[src/rtl/vga_pkg.sv]
// vga_pkg: shared 640x480@60 timing constants and counter types
// for the VGA timing generator (vga_timing_gen, vga_axis_counter).
package vga_pkg;

  localparam int CNT_W = 10;

  localparam int H_VISIBLE_DEF = 640;
  localparam int H_FRONT_DEF   = 16;
  localparam int H_SYNC_DEF    = 96;
  localparam int H_BACK_DEF    = 48;

  localparam int V_VISIBLE_DEF = 480;
  localparam int V_FRONT_DEF   = 10;
  localparam int V_SYNC_DEF    = 2;
  localparam int V_BACK_DEF    = 33;

  localparam int H_TOTAL = H_VISIBLE_DEF + H_FRONT_DEF
                         + H_SYNC_DEF + H_BACK_DEF;
  localparam int V_TOTAL = V_VISIBLE_DEF + V_FRONT_DEF
                         + V_SYNC_DEF + V_BACK_DEF;

  typedef logic [CNT_W-1:0] cnt_t;

endpackage

[src/rtl/vga_axis_counter.sv]
// vga_axis_counter: one timing axis (wrapping counter + sync/active).
// Ports: clk_in, rst_n (sync, low), inc; count, wrap, sync_n, active.
module vga_axis_counter
  import vga_pkg::*;
#(
  parameter int TOTAL      = H_TOTAL,
  parameter int SYNC_START = H_VISIBLE_DEF + H_FRONT_DEF,
  parameter int SYNC_LEN   = H_SYNC_DEF,
  parameter int VISIBLE    = H_VISIBLE_DEF,
  parameter bit RST_ACTIVE = 1'b0
) (
  input  logic clk_in,
  input  logic rst_n,
  input  logic inc,
  output cnt_t count,
  output logic wrap,
  output logic sync_n,
  output logic active
);

  localparam cnt_t LAST = cnt_t'(TOTAL - 1);
  localparam cnt_t SS   = cnt_t'(SYNC_START);
  localparam cnt_t SE   = cnt_t'(SYNC_START + SYNC_LEN - 1);
  localparam cnt_t VIS  = cnt_t'(VISIBLE);

  cnt_t count_q, count_d;
  logic sync_n_q, sync_n_d;
  logic active_q, active_d;

  // sync/active are decoded from the next count so they
  // line up with count in the same cycle.
  always_comb begin
    wrap     = inc && (count_q == LAST);
    count_d  = count_q;
    sync_n_d = sync_n_q;
    active_d = active_q;
    if (inc) begin
      count_d  = wrap ? '0 : count_q + cnt_t'(1);
      sync_n_d = !((count_d >= SS) && (count_d <= SE));
      active_d = count_d < VIS;
    end
  end

  always_ff @(posedge clk_in) begin
    if (!rst_n) begin
      count_q  <= '0;
      sync_n_q <= 1'b1;
      active_q <= RST_ACTIVE;
    end else begin
      count_q  <= count_d;
      sync_n_q <= sync_n_d;
      active_q <= active_d;
    end
  end

  assign count  = count_q;
  assign sync_n = sync_n_q;
  assign active = active_q;

endmodule

[src/rtl/vga_timing_gen.sv]
// vga_timing_gen: VGA sync/blank/pixel-position timing generator.
// Ports: clk_in, rst_n (sync, low), pix_en; hsync, vsync, video_on,
//   blank_n, sync_n, pixel_x, pixel_y, frame_start, line_start.
// Option: define VGA_FRAME_CNT_EN to add 8-bit output frame_cnt.
module vga_timing_gen
  import vga_pkg::*;
#(
  parameter int H_VISIBLE = H_VISIBLE_DEF,
  parameter int H_FRONT   = H_FRONT_DEF,
  parameter int H_SYNC    = H_SYNC_DEF,
  parameter int H_BACK    = H_BACK_DEF,
  parameter int V_VISIBLE = V_VISIBLE_DEF,
  parameter int V_FRONT   = V_FRONT_DEF,
  parameter int V_SYNC    = V_SYNC_DEF,
  parameter int V_BACK    = V_BACK_DEF
) (
  input  logic             clk_in,
  input  logic             rst_n,
  input  logic             pix_en,
  output logic             hsync,
  output logic             vsync,
  output logic             video_on,
  output logic             blank_n,
  output logic             sync_n,
  output logic [CNT_W-1:0] pixel_x,
  output logic [CNT_W-1:0] pixel_y,
  output logic             frame_start,
  output logic             line_start
`ifdef VGA_FRAME_CNT_EN
  ,
  output logic [7:0]       frame_cnt
`endif
);

  localparam int H_TOT = H_VISIBLE + H_FRONT + H_SYNC + H_BACK;
  localparam int V_TOT = V_VISIBLE + V_FRONT + V_SYNC + V_BACK;

  logic h_wrap, h_act;
  logic v_wrap, v_act;
  logic line_start_q, frame_start_q;

  vga_axis_counter #(
    .TOTAL      (H_TOT),
    .SYNC_START (H_VISIBLE + H_FRONT),
    .SYNC_LEN   (H_SYNC),
    .VISIBLE    (H_VISIBLE),
    .RST_ACTIVE (1'b0)
  ) u_h (
    .clk_in (clk_in),
    .rst_n  (rst_n),
    .inc    (pix_en),
    .count  (pixel_x),
    .wrap   (h_wrap),
    .sync_n (hsync),
    .active (h_act)
  );

  // Line 0 is visible, so the vertical axis leaves reset active;
  // the horizontal axis holds video_on low until the first advance.
  vga_axis_counter #(
    .TOTAL      (V_TOT),
    .SYNC_START (V_VISIBLE + V_FRONT),
    .SYNC_LEN   (V_SYNC),
    .VISIBLE    (V_VISIBLE),
    .RST_ACTIVE (1'b1)
  ) u_v (
    .clk_in (clk_in),
    .rst_n  (rst_n),
    .inc    (h_wrap),
    .count  (pixel_y),
    .wrap   (v_wrap),
    .sync_n (vsync),
    .active (v_act)
  );

  // A wrap only happens on an advancing edge, so these pulses
  // are low on every pix_en=0 cycle.
  always_ff @(posedge clk_in) begin
    if (!rst_n) begin
      line_start_q  <= 1'b0;
      frame_start_q <= 1'b0;
    end else begin
      line_start_q  <= h_wrap;
      frame_start_q <= v_wrap;
    end
  end

`ifdef VGA_FRAME_CNT_EN
  logic [7:0] frame_cnt_q, frame_cnt_d;

  always_comb begin
    frame_cnt_d = frame_cnt_q;
    if (v_wrap) frame_cnt_d = frame_cnt_q + 8'd1;
  end

  always_ff @(posedge clk_in) begin
    if (!rst_n) frame_cnt_q <= 8'd0;
    else        frame_cnt_q <= frame_cnt_d;
  end

  assign frame_cnt = frame_cnt_q;
`endif

  assign video_on    = h_act & v_act;
  assign blank_n     = video_on;
  assign sync_n      = 1'b0;
  assign line_start  = line_start_q;
  assign frame_start = frame_start_q;

endmodule

[config.mk]
export PLATFORM = sky130hd
export DESIGN_NAME = vga_timing_gen
export DESIGN_NICKNAME = d
export VERILOG_FILES = /design/src/rtl/vga_pkg.sv /design/src/rtl/vga_axis_counter.sv /design/src/rtl/vga_timing_gen.sv
export SDC_FILE = /design/constraint.sdc
export NUM_CORES = 1
export LEC_CHECK = 0
export ABC_AREA = 1
export CAP_MARGIN = 20
export CORE_UTILIZATION = 50
export CTS_CLUSTER_SIZE = 24
export DETAILED_ROUTE_END_ITERATION = 10
export GPL_ROUTABILITY_DRIVEN = 0
export PLACE_DENSITY = 0.77
export RECOVER_POWER = 100
export SYNTH_ARGS = -nofsm -noshare
export SYNTH_HDL_FRONTEND = slang
export SYNTH_SLANG_ARGS = --single-unit
[constraint.sdc]
create_clock -name clk_in -period 3.2 [get_ports clk_in]
set_clock_uncertainty 0.05 [all_clocks]
set_input_delay 0.32 -clock clk_in [delete_from_list [all_inputs] [get_ports clk_in]]
set_output_delay 0.32 -clock clk_in [all_outputs]
set_load 0.005 [all_outputs]
==> PnR_summary.wiki <==
{| class="wikitable"
! Metric !! Value
|-
| Status || finished with violations
|-
| Violations in the final reports || design-rule violations
|-
| Num ports || 30
|-
| Library cell used as clock root buffer || sky130_fd_sc_hd__clkbuf_4
|-
| Diode count || 0
|-
| Post-synth top area share || 33.39%
|-
| Setup-violating endpoint count in the final report || 0
|-
| Overall routing resource usage || 23.24%
|-
| Number of sinks on the clock net || 26
|-
| Final period demand of the worst path || 2.282 ns
|-
| Overall Power || 628.1 µW
|-
| Setup WS post-layout || 0.9183 ns
|-
| Unrepaired setup endpoints after global routing || false
|-
| Post-route DRC violation count || 2
|-
| Dominant cell type by area after synthesis || sky130_fd_sc_hd__dfxtp_1
|-
| Count of routing violations after the opening detailed-route iteration || 103
|-
| Minimum setup slack after placement || 1.109 ns
|-
| Antenna-violating nets left || 0
|-
| Effective utilization at floorplan || 54.65%
|-
| Cell area after technology mapping || 1559 µm²
|-
| Largest stage delay, worst path || 0.58 ns
|-
| WP data required || 3.38 ns
|-
| Critical Path Source Type || input pin
|-
| Post-synthesis sequential element count || 26
|-
| Setup Fix Bufs, Post-CTS || 0
|-
| Synthesis-to-finish area growth || 19.74%
|-
| Remaining Overflow, GRT || 0
|-
| Maximum number of buffers from clock root to sink || 2
|-
| Worst-case hold slack || 0.4444 ns
|-
| Area of the die || 3345 µm²
|-
| Per-cell routed wire length || 12.07 µm
|-
| Number of cells in the design after placement || 285
|-
| Synth warnings || 0
|-
| Cts-stage hold buffer count || 0
|-
| Total of max-cap violations || 0
|-
| Total via count in the routed design || 1,497
|-
| Most used cells in the layout excluding fill and tap cells || sky130_fd_sc_hd__nand2_1, sky130_fd_sc_hd__inv_1, sky130_fd_sc_hd__dlygate4sd3_1
|-
| Routed wire length || 3488 µm
|-
| Setup slack of the worst register-to-register path || 1.47 ns
|-
| Clock buffers created by TritonCTS || 3
|-
| Count of placed standard cells in the final layout, fillers left out || 289
|-
| Clock tree from TritonCTS || done
|-
| Cell-by-cell listing of the critical path || dlygate4sd3_1, clkbuf_1, nand2_1, nor2_1, nand3b_4, nand3_1, nand2_1, nor2_1, nand2_1, nand2_1, nand3_1
|-
| Arrival time at the worst endpoint || 2.46 ns
|-
| Pleak || 0.8748 nW
|-
| Most frequent CP cell || sky130_fd_sc_hd__nand2_1
|-
| Number of hold violations in the final report || 0
|-
| Most common cell after layout, fill and taps aside || sky130_fd_sc_hd__nand2_1
|-
| Cell with the largest stage delay on the worst path || sky130_fd_sc_hd__clkbuf_1
|-
| Origin of the worst setup path || pix_en
|-
| Startpoint-to-endpoint class of the critical path || input pin to flip-flop
|-
| Final HPWL DP || 2589 µm
|-
| Maximum number of pins on one net before global-route repair || 21
|-
| Clock edge transition at the registers on the reported setup and hold paths || 0.13 ns
|-
| Clock latency on the worst-skew pair || 0.32 ns
|-
| Highest ir drop seen on vdd || 318.3 µV
|-
| Ratio of routed vias to standard cells || 5.180
|-
| Fin util || 65.44%
|-
| Share of the yosys chip area belonging to registers || 33.39%
|-
| Cell count after synthesis || 233
|-
| Largest cells by area after synthesis || sky130_fd_sc_hd__dfxtp_1, sky130_fd_sc_hd__nand2_1, sky130_fd_sc_hd__a21oi_1
|-
| Synthesized area divided by synthesized cell count || 6.691 µm²
|-
| Design Area, Final || 1867 µm²
|-
| Number of distinct library cells after synthesis || 27
|-
| Transition time at the pin with the least slew margin || 0.7710 ns
|-
| Setup TNS after final layout || 0 ns
|-
| Vias in the first global route || 1,378
|-
| Initial antenna violation count || 0
|-
| Final period util || 71.30%
|-
| Number of nets in the layout || 265
|-
| Worst hold-check path type || flip-flop to flip-flop
|-
| Crit Reg-Reg Startpoint || u_v.count[0]
|-
| Max-Slew Margin vs Limit || 48.60%
|-
| Instance area at placement || 1836 µm²
|-
| Level count of the clock H-tree || 1
|-
| Initial DRT Pass Iterations || 7
|-
| Pwr dens || 336.5 nW/µm²
|-
| Die height || 57.84 µm
|-
| Core Area || 2853 µm²
|-
| Worst min-delay path startpoint || u_v.sync_n
|-
| Max Slew Vio Count || 0
|-
| I/O Buffers || 28
|-
| Ratio of cells with drive above 1 in the final layout || 4.651%
|-
| Top fanout value on the critical path || 20
|-
| Die boundary width || 57.84 µm
|-
| Wire length of the first global-routing pass || 6161 µm
|-
| Post-Syn Nets || 239
|-
| Core Rows || 19
|-
| Number of gates resized after CTS || 0
|-
| Highest clock frequency the design can meet || 0.4383 GHz
|-
| Endpoint kind of the worst setup timing path || flip-flop
|}
Yosys cell counts (all sizes together):
master / instances
o21ai: 15
conb: 1
nor2: 26
a21oi: 22
nor3: 3
xor2: 4
a211oi: 6
buf: 7
nand3: 18
dfxtp: 26
nand3b: 3
nand2: 59
inv: 32
nand4: 5
o21bai: 1
a31oi: 1
ha: 3
clkbuf: 1
where the power goes:
part	internal, mW	total [mW]	switching [mW]
clock	0.127	0.222	0.0952
combinational	0.0281	0.0620	0.0339
sequential	0.333	0.344	0.0113
kinds of logic (layout without fill, tap and decap cells):
logic type	after synthesis	in the layout	synth area share, %
xor gates and xnor gates	4	4	2.247
adders and majority gates	3	3	2.408
and+or+nand+nor	114	114	34.03
AOI/OAI and AO/OA	45	45	16.61
DFF	26	26	33.39
buffers and inverters	40	65	11.08
other	1	1	0.2405
final timing paths:
kind                                   end  cells after the start
worst max-delay path            u_h.sync_n                     11
worst min-delay path            u_v.sync_n                      2
worst max register to register  u_v.sync_n                     10
worst min register to register  u_v.sync_n                      2
metal layers:
metal	part of all wire, %	global-route usage, %	up-vias	routed length, µm
met2	44	37.11	34	1525
li1	-	-	804	-
met3	4.8	3.348	4	166
met5	0	0	-	0
met4	0.60	4.082	0	21
met1	51	33.85	655	1774
critical path: cells and delay by family:
family / cells / cell delay [ns]
buffers and inverters: 2 / 1.10
and+or+nand+nor: 9 / 1.04
state kept, by name, summed over array words and instances (netlist names):
signal       count
frame_start      1
u_v.count       10
u_h.active       1
u_v.sync_n       1
u_h.count       10
line_start       1
u_h.sync_n       1
u_v.active       1
cell type report:
class                      instances  area (µm²)
clock buffer                       3       22.52
clock inverter                     1       30.03
fill                             276       985.9
inverter                          32       122.6
multi-input combinational        167       848.3
sequential                        26       520.5
tap                               31       38.79
timing repair buffer              29       284.0
Power figures use the tool's default switching activity.
